## config.mk

```make
export PLATFORM = sky130hd
export DESIGN_NAME = core_dispatcher
export DESIGN_NICKNAME = d
export VERILOG_FILES = /design/src/rtl/dispatch_pkg.sv /design/src/rtl/dispatch_task_fifo.sv /design/src/rtl/core_dispatcher.sv
export SDC_FILE = /design/constraint.sdc
export NUM_CORES = 1
export LEC_CHECK = 0
export BUFFER_PORTS_ARGS = -buffer_cell sky130_fd_sc_hd__buf_2
export CORE_MARGIN = 1
export CORE_UTILIZATION = 60
export DETAILED_ROUTE_END_ITERATION = 10
export GPL_TIMING_DRIVEN = 0
export PLACE_DENSITY = 0.79
export SETUP_SLACK_MARGIN = 0.02
export SLEW_MARGIN = 0
export SYNTH_ARGS = -nofsm -noshare
export SYNTH_HDL_FRONTEND = slang
export SYNTH_HIERARCHICAL = 1
export SYNTH_SLANG_ARGS = --single-unit
export TNS_END_PERCENT = 20
```

## constraint.sdc

```tcl
create_clock -name clk -period 4.4 [get_ports clk]
set_input_delay 0.44 -clock clk [delete_from_list [all_inputs] [get_ports clk]]
set_output_delay 0.44 -clock clk [all_outputs]
set_load 0.01 [all_outputs]
```

## src/rtl/dispatch_pkg.sv

```systemverilog
// Shared types and helpers for the core dispatcher: FSM state encoding,
// default PC width and the round-robin picker used by the arbiter.
package dispatch_pkg;

  localparam int PC_W_DEF  = 16;
  localparam int MAX_CORES = 16;

  typedef enum logic [1:0] {
    DS_IDLE  = 2'd0,
    DS_RUN   = 2'd1,
    DS_DRAIN = 2'd2
  } dispatch_state_t;

  typedef struct packed {
    logic       valid;
    logic [3:0] idx;
  } rr_pick_t;

  // Rotate the request vector so ptr sits at bit 0, priority-encode the
  // lowest set bit, then map the result back to an absolute core index.
  // Only the low n bits of req are considered.
  function automatic rr_pick_t rr_pick(input logic [MAX_CORES-1:0] req,
                                       input logic [3:0] ptr,
                                       input int n);
    rr_pick_t r;
    int       j;
    r = '0;
    for (int i = MAX_CORES - 1; i >= 0; i--) begin
      if (i < n) begin
        j = int'(ptr) + i;
        if (j >= n) j = j - n;
        if (req[j[3:0]]) begin
          r.valid = 1'b1;
          r.idx   = j[3:0];
        end
      end
    end
    return r;
  endfunction

endpackage

```

## src/rtl/dispatch_task_fifo.sv

```systemverilog
// Synchronous task FIFO holding pending start PCs. dout always shows the
// head entry; push into a full FIFO and pop from an empty one are ignored.
module dispatch_task_fifo #(
  parameter int DEPTH = 8,
  parameter int W     = 16
) (
  input  logic         clk,
  input  logic         rst,
  input  logic         push,
  input  logic         pop,
  input  logic [W-1:0] din,
  output logic [W-1:0] dout,
  output logic         full,
  output logic         empty
);

  localparam int AW = $clog2(DEPTH);

  logic [W-1:0]  mem [DEPTH];
  logic [AW-1:0] wr_ptr;
  logic [AW-1:0] rd_ptr;
  logic [AW:0]   count;
  logic          do_push;
  logic          do_pop;

  assign full    = (count == (AW+1)'(DEPTH));
  assign empty   = (count == '0);
  assign do_push = push & ~full;
  assign do_pop  = pop & ~empty;
  assign dout    = mem[rd_ptr];

  // Pointers wrap naturally because DEPTH is a power of two.
  always_ff @(posedge clk) begin
    if (rst) begin
      wr_ptr <= '0;
      rd_ptr <= '0;
      count  <= '0;
    end else begin
      if (do_push) wr_ptr <= wr_ptr + 1'b1;
      if (do_pop)  rd_ptr <= rd_ptr + 1'b1;
      case ({do_push, do_pop})
        2'b10:   count <= count + 1'b1;
        2'b01:   count <= count - 1'b1;
        default: count <= count;
      endcase
    end
  end

  always_ff @(posedge clk) begin
    if (do_push) mem[wr_ptr] <= din;
  end

endmodule

```

## src/rtl/core_dispatcher.sv

```systemverilog
// Hands queued task PCs to idle shader cores with round-robin fairness and
// sequences frames IDLE -> RUN -> DRAIN -> IDLE. Optional statistics
// counters are built when CORE_DISPATCH_STATS_EN is defined.
//
// Handshakes: a task is taken on any edge where task_valid & task_ready.
// A core is offered a PC by a one-cycle set_pc pulse with new_pc valid in
// the same cycle; the core signals it is free again by raising request_new_pc.
module core_dispatcher
  import dispatch_pkg::*;
#(
  parameter int NUM_CORES  = 4,
  parameter int PC_W       = PC_W_DEF,
  parameter int FIFO_DEPTH = 8
) (
  input  logic                 clk,
  input  logic                 rst,
  input  logic                 start,
  input  logic                 drain,
  input  logic                 task_valid,
  input  logic [PC_W-1:0]      task_pc,
  output logic                 task_ready,
  input  logic [NUM_CORES-1:0] request_new_pc,
  output logic [NUM_CORES-1:0] set_pc,
  output logic [PC_W-1:0]      new_pc,
  output logic                 busy,
  output logic                 done,
  output logic [1:0]           dbg_state
`ifdef CORE_DISPATCH_STATS_EN
  ,
  output logic [31:0]          stat_dispatched,
  output logic [31:0]          stat_starved
`endif
);

  dispatch_state_t        state;
  logic [3:0]             rr_ptr;
  logic [NUM_CORES-1:0]   elig;
  logic [MAX_CORES-1:0]   elig_ext;
  rr_pick_t               pick;
  logic                   fifo_full;
  logic                   fifo_empty;
  logic [PC_W-1:0]        fifo_head;
  logic                   push;

  assign task_ready = (state == DS_RUN) & ~fifo_full;
  assign push       = task_valid & task_ready;
  assign busy       = (state != DS_IDLE);
  assign dbg_state  = state;

  // A core still showing its request in the cycle after a grant is masked
  // so it cannot be handed a second task before it has started the first.
  assign elig = request_new_pc & ~set_pc & {NUM_CORES{~fifo_empty}}
              & {NUM_CORES{state != DS_IDLE}};

  always_comb begin
    elig_ext                = '0;
    elig_ext[NUM_CORES-1:0] = elig;
    pick                    = rr_pick(elig_ext, rr_ptr, NUM_CORES);
  end

  dispatch_task_fifo #(
    .DEPTH (FIFO_DEPTH),
    .W     (PC_W)
  ) u_fifo (
    .clk   (clk),
    .rst   (rst),
    .push  (push),
    .pop   (pick.valid),
    .din   (task_pc),
    .dout  (fifo_head),
    .full  (fifo_full),
    .empty (fifo_empty)
  );

  always_ff @(posedge clk) begin
    if (rst) begin
      state  <= DS_IDLE;
      set_pc <= '0;
      new_pc <= '0;
      rr_ptr <= '0;
      done   <= 1'b0;
    end else begin
      done <= 1'b0;
      case (state)
        DS_IDLE:  if (start) state <= DS_RUN;
        DS_RUN:   if (drain) state <= DS_DRAIN;
        DS_DRAIN: begin
          if (fifo_empty && (set_pc == '0) && (&request_new_pc)) begin
            state <= DS_IDLE;
            done  <= 1'b1;
          end
        end
        default:  state <= DS_IDLE;
      endcase

      if (pick.valid) begin
        set_pc <= {{(NUM_CORES-1){1'b0}}, 1'b1} << pick.idx;
        new_pc <= fifo_head;
        if (pick.idx == 4'(NUM_CORES - 1)) rr_ptr <= '0;
        else                               rr_ptr <= pick.idx + 4'd1;
      end else begin
        set_pc <= '0;
      end
    end
  end

`ifdef CORE_DISPATCH_STATS_EN
  always_ff @(posedge clk) begin
    if (rst || start) begin
      stat_dispatched <= '0;
      stat_starved    <= '0;
    end else begin
      if (pick.valid && (stat_dispatched != '1))
        stat_dispatched <= stat_dispatched + 32'd1;
      if ((state != DS_IDLE) && fifo_empty && (|request_new_pc) && (stat_starved != '1))
        stat_starved <= stat_starved + 32'd1;
    end
  end
`endif

endmodule

```

* Word level (Yosys, flattened, before mapping)
Memories as Yosys holds them, arrays and structs flattened. A register that Yosys moved wholly into a read port is not among the register bits.
Index checks and enable logic that the tools add are counted.
** Storage, ports and cells
- Register bits :: 21
- Bits in latches :: 0
- RAM bits :: 128
- Bits in read-only memories :: 0
- Input bits :: 25
- Output and inout port bits :: 25
- Word-level logic and storage cells :: 86
- Memories :: 1
** Memories
- u_fifo.mem :: depth 8, width 16, rd ports 1, clocked after memory_dff 1, wr ports 1, line dispatch_task_fifo.sv:19 : logic [W-1:0] mem [DEPTH];
** Cells by class
- $add $sub $neg :: 12
- Multipliers :: 0
- Div/mod/pow operators :: 0
- Order comparisons :: 8
- Equal/unequal tests :: 9
- Shift operators :: 1
- Mux-type cells :: 25
- Bitwise gates (word level) :: 12
- Reduce and logical (&&, ||, !) cells :: 11
** Operators by type and width (count)
- 4-bit by 5-bit < comparator with 1-bit output (second input constant) :: 4
- 4-bit 2-to-1 mux :: 5
- 5-bit 2-to-1 mux :: 4
- 1-bit binary-select mux with 4-bit select :: 4
- 4-bit by 3-bit subtractor with 4-bit output (second input constant) :: 4
- 5-bit by 3-bit >= comparator with 1-bit output (second input constant) :: 3
- 4-bit bitwise AND :: 3
- 4-bit by 2-bit adder with 5-bit output (second input constant) :: 2
- 4-bit by 1-bit adder with 4-bit output (second input constant) :: 2
- 4-bit logical NOT :: 2
- 4-bit case mux with 2 select lines :: 1
- 1-bit 2-to-1 mux :: 7
- 3-bit by 1-bit adder with 3-bit output (second input constant) :: 2
- 2-bit 2-to-1 mux :: 3
- 2-bit inequality test (second input constant) :: 3
- 2-bit case mux with 3 select lines :: 1
- 4-bit by 1-bit adder with 5-bit output (second input constant) :: 1
- 1-bit bitwise AND :: 4
- 2-bit by 1-bit == test with 1-bit output (second input constant) :: 2
- 2-bit == test (second input constant) :: 2
- 4-bit by 2-bit == test with 1-bit output (second input constant) :: 1
- 4-bit == test (second input constant) :: 1
- 4-bit by 3-bit >= comparator with 1-bit output (second input constant) :: 1
- 1-bit inverter :: 4
- 9 further kinds :: 12

* Longest topological paths before layout
- Depth in word-level cells :: 13
- Gate-level depth with buffers :: 19
- Mapped depth without buffers :: 18

* Hierarchy
Netlist, hierarchy kept.
** Modules (own cells, without submodules)
- dispatch_task_fifo :: times used 1, cells each 259, area each 5515.3 um^2
- core_dispatcher :: times used 1, cells each 174, area each 1671.6 um^2

* Worst setup path after synthesis
OpenSTA, ideal clock, no wires.
- Path kind :: register to register
- Start :: reg rr_ptr[1]
- End :: reg u_fifo.count[2]
- Library setup time :: 0.071 ns
- Data arrival time :: 3.716 ns
- Required time :: 4.329 ns
- Setup slack :: 0.613 ns
- Stages on the path, launching flop included :: 20
- Path through :: dfxtp_1 inv_1 ha_1 a21oi_1 xnor2_2 ha_1 nor2_1 a311oi_1 nor3_1 nor4_2 buf_4 inv_2 o41a_1 ha_1 xor2_1 ha_1 a21oi_1 xor2_1 or3_1 a21oi_1
** RTL lines
- start: declaration :: line core_dispatcher.sv:36 : logic [3:0] rr_ptr;
- start signal: assignment :: line core_dispatcher.sv:100 : else rr_ptr <= pick.idx + 4'd1;
- end signal: assignment :: line dispatch_task_fifo.sv:42 : 2'b10: count <= count + 1'b1;
- end signal: assignment :: line dispatch_task_fifo.sv:43 : 2'b01: count <= count - 1'b1;
- end signal: assignment :: line dispatch_task_fifo.sv:44 : default: count <= count;
- end: declaration :: line dispatch_task_fifo.sv:22 : logic [AW:0] count;

==> results.yml <==
power_and_ir_drop:
  p_per_area_nw_per_um2: 413
  leakagePower_nw: 3.11
  seq_power_share: 0.506
  peakVddDrop_mv: 0.337
  p_switching_uw: 749
  switching_share: 0.215
  p_int_mw: 2.73
  p_clk_frac: 0.410
  power_frac_comb: 0.084
yosys:
  avgSynthCellArea_sq_um: 16.6
  synth_nets: 476
  synth_top_cell_area_share: 0.535
  ys.warnings.count: 6
  synth_area_leaders: "edfxtp_1 (53%), dfxtp_1 (11%), mux4_2 (10%), ha_1 (3.1%), mux2i_1 (2.9%)"
  syn_area_sq_um: 7190
  synth_cell_types: 67
  yosys_register_bits: 168
  yosys.area.top_type: "edfxtp_1"
  synth_edf_count: 128
  synthFlopType: "edfxtp_1"
  seq_area_frac_synth: 0.646
  async_flop_share: 0
  syn_inst: 433
critical_path:
  reg2reg_to: "u_fifo/count[2]"
  crit_path_max_fanout: 9
  endpoint: "u_fifo/count[2]"
  cp-startpoint: "rr_ptr[1]"
  crit_type: "register to register"
  cp-end-kind: "register"
  ff2ff_path_depth: 18
  crit_arrival_ns: 4.49
  worstSetupStartpointType: "register"
  required_ns: 4.75
  rrSetupSlack_ns: 0.25
  worstReg2RegStart: "rr_ptr[1]"
placement:
  io_buffers: 49
  routabilityCongestion: 0.861
  placed_cell_area_sq_um: 7800
  hpwl_mm: 9.65
global_route:
  antenna_found_initial: 0
  grt_pass1_vias: 4309
  grt_pass1_wl_mm: 23.0
  grt_util_all_layers: 0.255
  globalRoute.totalOverflow: 0
  grt_max_degree: 17
floorplanning:
  floorplan.initialDensity: 0.621
  core_sq_um: 11600
  dieWidth_um: 111
  core.rowCount: 39
  pin_count: 50
  die_y_um: 111
  die_area_sq_um: 12400
cells_and_area:
  area_delta_synth_final_pct: 17.1
  drive_above_1_share: 0.343
  diodes: 0
  final_area_sq_um: 8410
  nets: 560
sta:
  setup_violations: 0
  fmax_mhz: 241
  rsz0062_at_grt: "false"
  fin_crit_sh: 0.942
  fin_crit_ns: 4.15
  holdWs_ns: 0.286
  finalHoldViolations: 0
  tightest_slew_ns: 0.854
  finalMaxSlewViolations: 0
  clock_skew_ns: 0.00926
  relSlewSlack: 0.431
clocking:
  clk_latency_ns: 0.42
  cts_tree: "yes"
  cts_sinks: 168
  h-tree-depth: 4
  cts_hold_buf: 0
  cts-root-buf: "clkbuf_16"
  clockBufferDepth: 2
  path_clk_slew_ns: 0.06
  cts_made_buffers: 17
routing:
  wl_per_cell_um: 21.6
  first_iter_violations: 321
  vias: 4061
  first_pass_iters: 7
  vias_per_cell: 6.03
  wirelength_mm: 14.5
  ant_nets: 0
  drcViolationCount: 4
min_path:
  hold_path.class: "primary input to register"
outcome:
  outcome: "finished with violations"
  violations: "DRC"
flow_run:
  cap_violations: 0
[layout by cell type (no fill, tap or decap), types with 4 or more instances in the layout]
cell and instances:
nor2b_1 6, clkbuf_1 10, buf_6 14, xor2_1 6, inv_1 9, nand2_1 9
buf_1 4, buf_2 50, mux2i_1 21, nor3b_1 5, nor3_1 5, nor2_1 31
clkbuf_16 17, nand2b_1 4, a21oi_1 8, mux2_2 17, buf_4 5, nor3_2 5
edfxtp_1 128, mux4_2 33, dfxtp_1 38, ha_1 18, o21ai_0 4
[per-layer routing]
metal	vias to the layer above	wire length, um	global-route usage	part of all wire
met1	2040	5870	0.315	0.40
li1	1862	-	-	-
met4	0	345	0.102	0.024
met5	-	0	0	0
met2	129	7590	0.443	0.52
met3	30	707	0.0517	0.049
[sequential cells by signal, indices dropped and copies added (netlist names), named ones only]
| signal | flops |
|---|---|
| u_fifo/rd_ptr | 3 |
| done | 1 |
| u_fifo/mem | 128 |
| dbg_state | 2 |
| u_fifo/wr_ptr | 3 |
| rr_ptr | 4 |
| u_fifo/count | 4 |
| new_pc | 16 |
| set_pc | 4 |
[synth_stat cells (2+ instances only)]
master / count
o21ai_0: 4
nor2b_1: 6
or4_1: 2
mux4_2: 33
nand3_1: 3
nor3_1: 9
mux2_2: 17
clkbuf_1: 6
nor2_1: 34
a22oi_2: 2
mux2i_1: 21
a31oi_1: 3
xor2_1: 6
edfxtp_1: 128
nand2_1: 9
and3b_1: 3
buf_6: 6
nor4bb_1: 2
nand2b_1: 4
a21oi_1: 8
a21boi_2: 2
dfxtp_1: 40
buf_1: 4
nor4_1: 2
inv_1: 9
nand3b_1: 3
xnor2_1: 3
nor3b_1: 5
inv_2: 3
and2_1: 2
ha_1: 18
[cells by family (layout without fill, tap and decap cells)]
group	count (synthesis)	in the layout	share of synthesized area
xor gates and xnor gates	11	11	0.0155
DFF	168	168	0.646
adders and majority gates	18	18	0.0313
buffers and inverters	31	128	0.0254
AOI/OAI and AO/OA	35	35	0.0380
and+or+nand+nor	97	97	0.0785
muxes	73	73	0.165
[critical path, stage by stage, from the launching register on]
cell	delay (ns)
dfxtp_2	0.44
ha_1	0.27
and3b_1	0.23
nor2_1	0.06
ha_1	0.20
a2111oi_0	0.42
o32a_1	0.32
and3_1	0.20
nor4_2	0.06
buf_6	0.14
inv_2	0.08
o41a_1	0.33
ha_1	0.33
xor2_1	0.17
ha_1	0.16
a21oi_1	0.05
xor2_1	0.16
or3_1	0.31
a21oi_1	0.14
[layout make-up]
class | instances | area (sq um)
Clock buffer | 23 | 468
Tap cell | 143 | 179
Sequential cell | 168 | 4650
Clock inverter | 9 | 100
Multi-Input combinational cell | 234 | 2400
Timing Repair Buffer | 65 | 434
Buffer | 19 | 141
Inverter | 12 | 45.0
Fill cell | 694 | 3150
[metrics by stage]
stage	power, mW	setup slack (ns)	TNS, ns	utilization	instances
after detailed placement	2.07	0.00679	0	0.675	637
after floorplan	1.98	0.613	0	-	433
after global routing	3.59	0.0295	0	0.728	673
after global placement	2.06	-0.611	-9.77	0.658	625
after CTS	3.48	0.135	0	0.724	669
final	3.48	0.254	0	0.728	673
[worst min-delay path by stage]
stage | from | end | slack [ns] | depth (start not counted)
global placement | new_pc[10] | new_pc[10] | 0.47 | 2
CTS | task_pc[9] | u_fifo/mem[4][9] | 0.27 | 1
detailed placement | new_pc[13] | new_pc[13] | 0.49 | 2
floorplan | u_fifo/rd_ptr[2] | register | 0.48 | 2
finish | task_pc[6] | u_fifo/mem[6][6] | 0.29 | 1
global route | task_pc[6] | u_fifo/mem[6][6] | 0.28 | 1
[repair_timing]
action | 4_1_cts | 5_1_grt
endpoints found under the setup margin | 1 | 2
resized for setup | 1 | 3
buffers inserted | 0 | 4
[power groups by stage]
stage | Sequential (mW) | Combinational, mW | Clock [mW]
after global routing | 1.76 | 0.321 | 1.50
after global placement | 1.79 | 0.267 | 0
final | 1.76 | 0.294 | 1.42
after CTS | 1.76 | 0.284 | 1.44
after detailed placement | 1.79 | 0.281 | 0
after floorplan | 1.80 | 0.186 | 0
No activity file was read; power rests on OpenSTA's default activity.
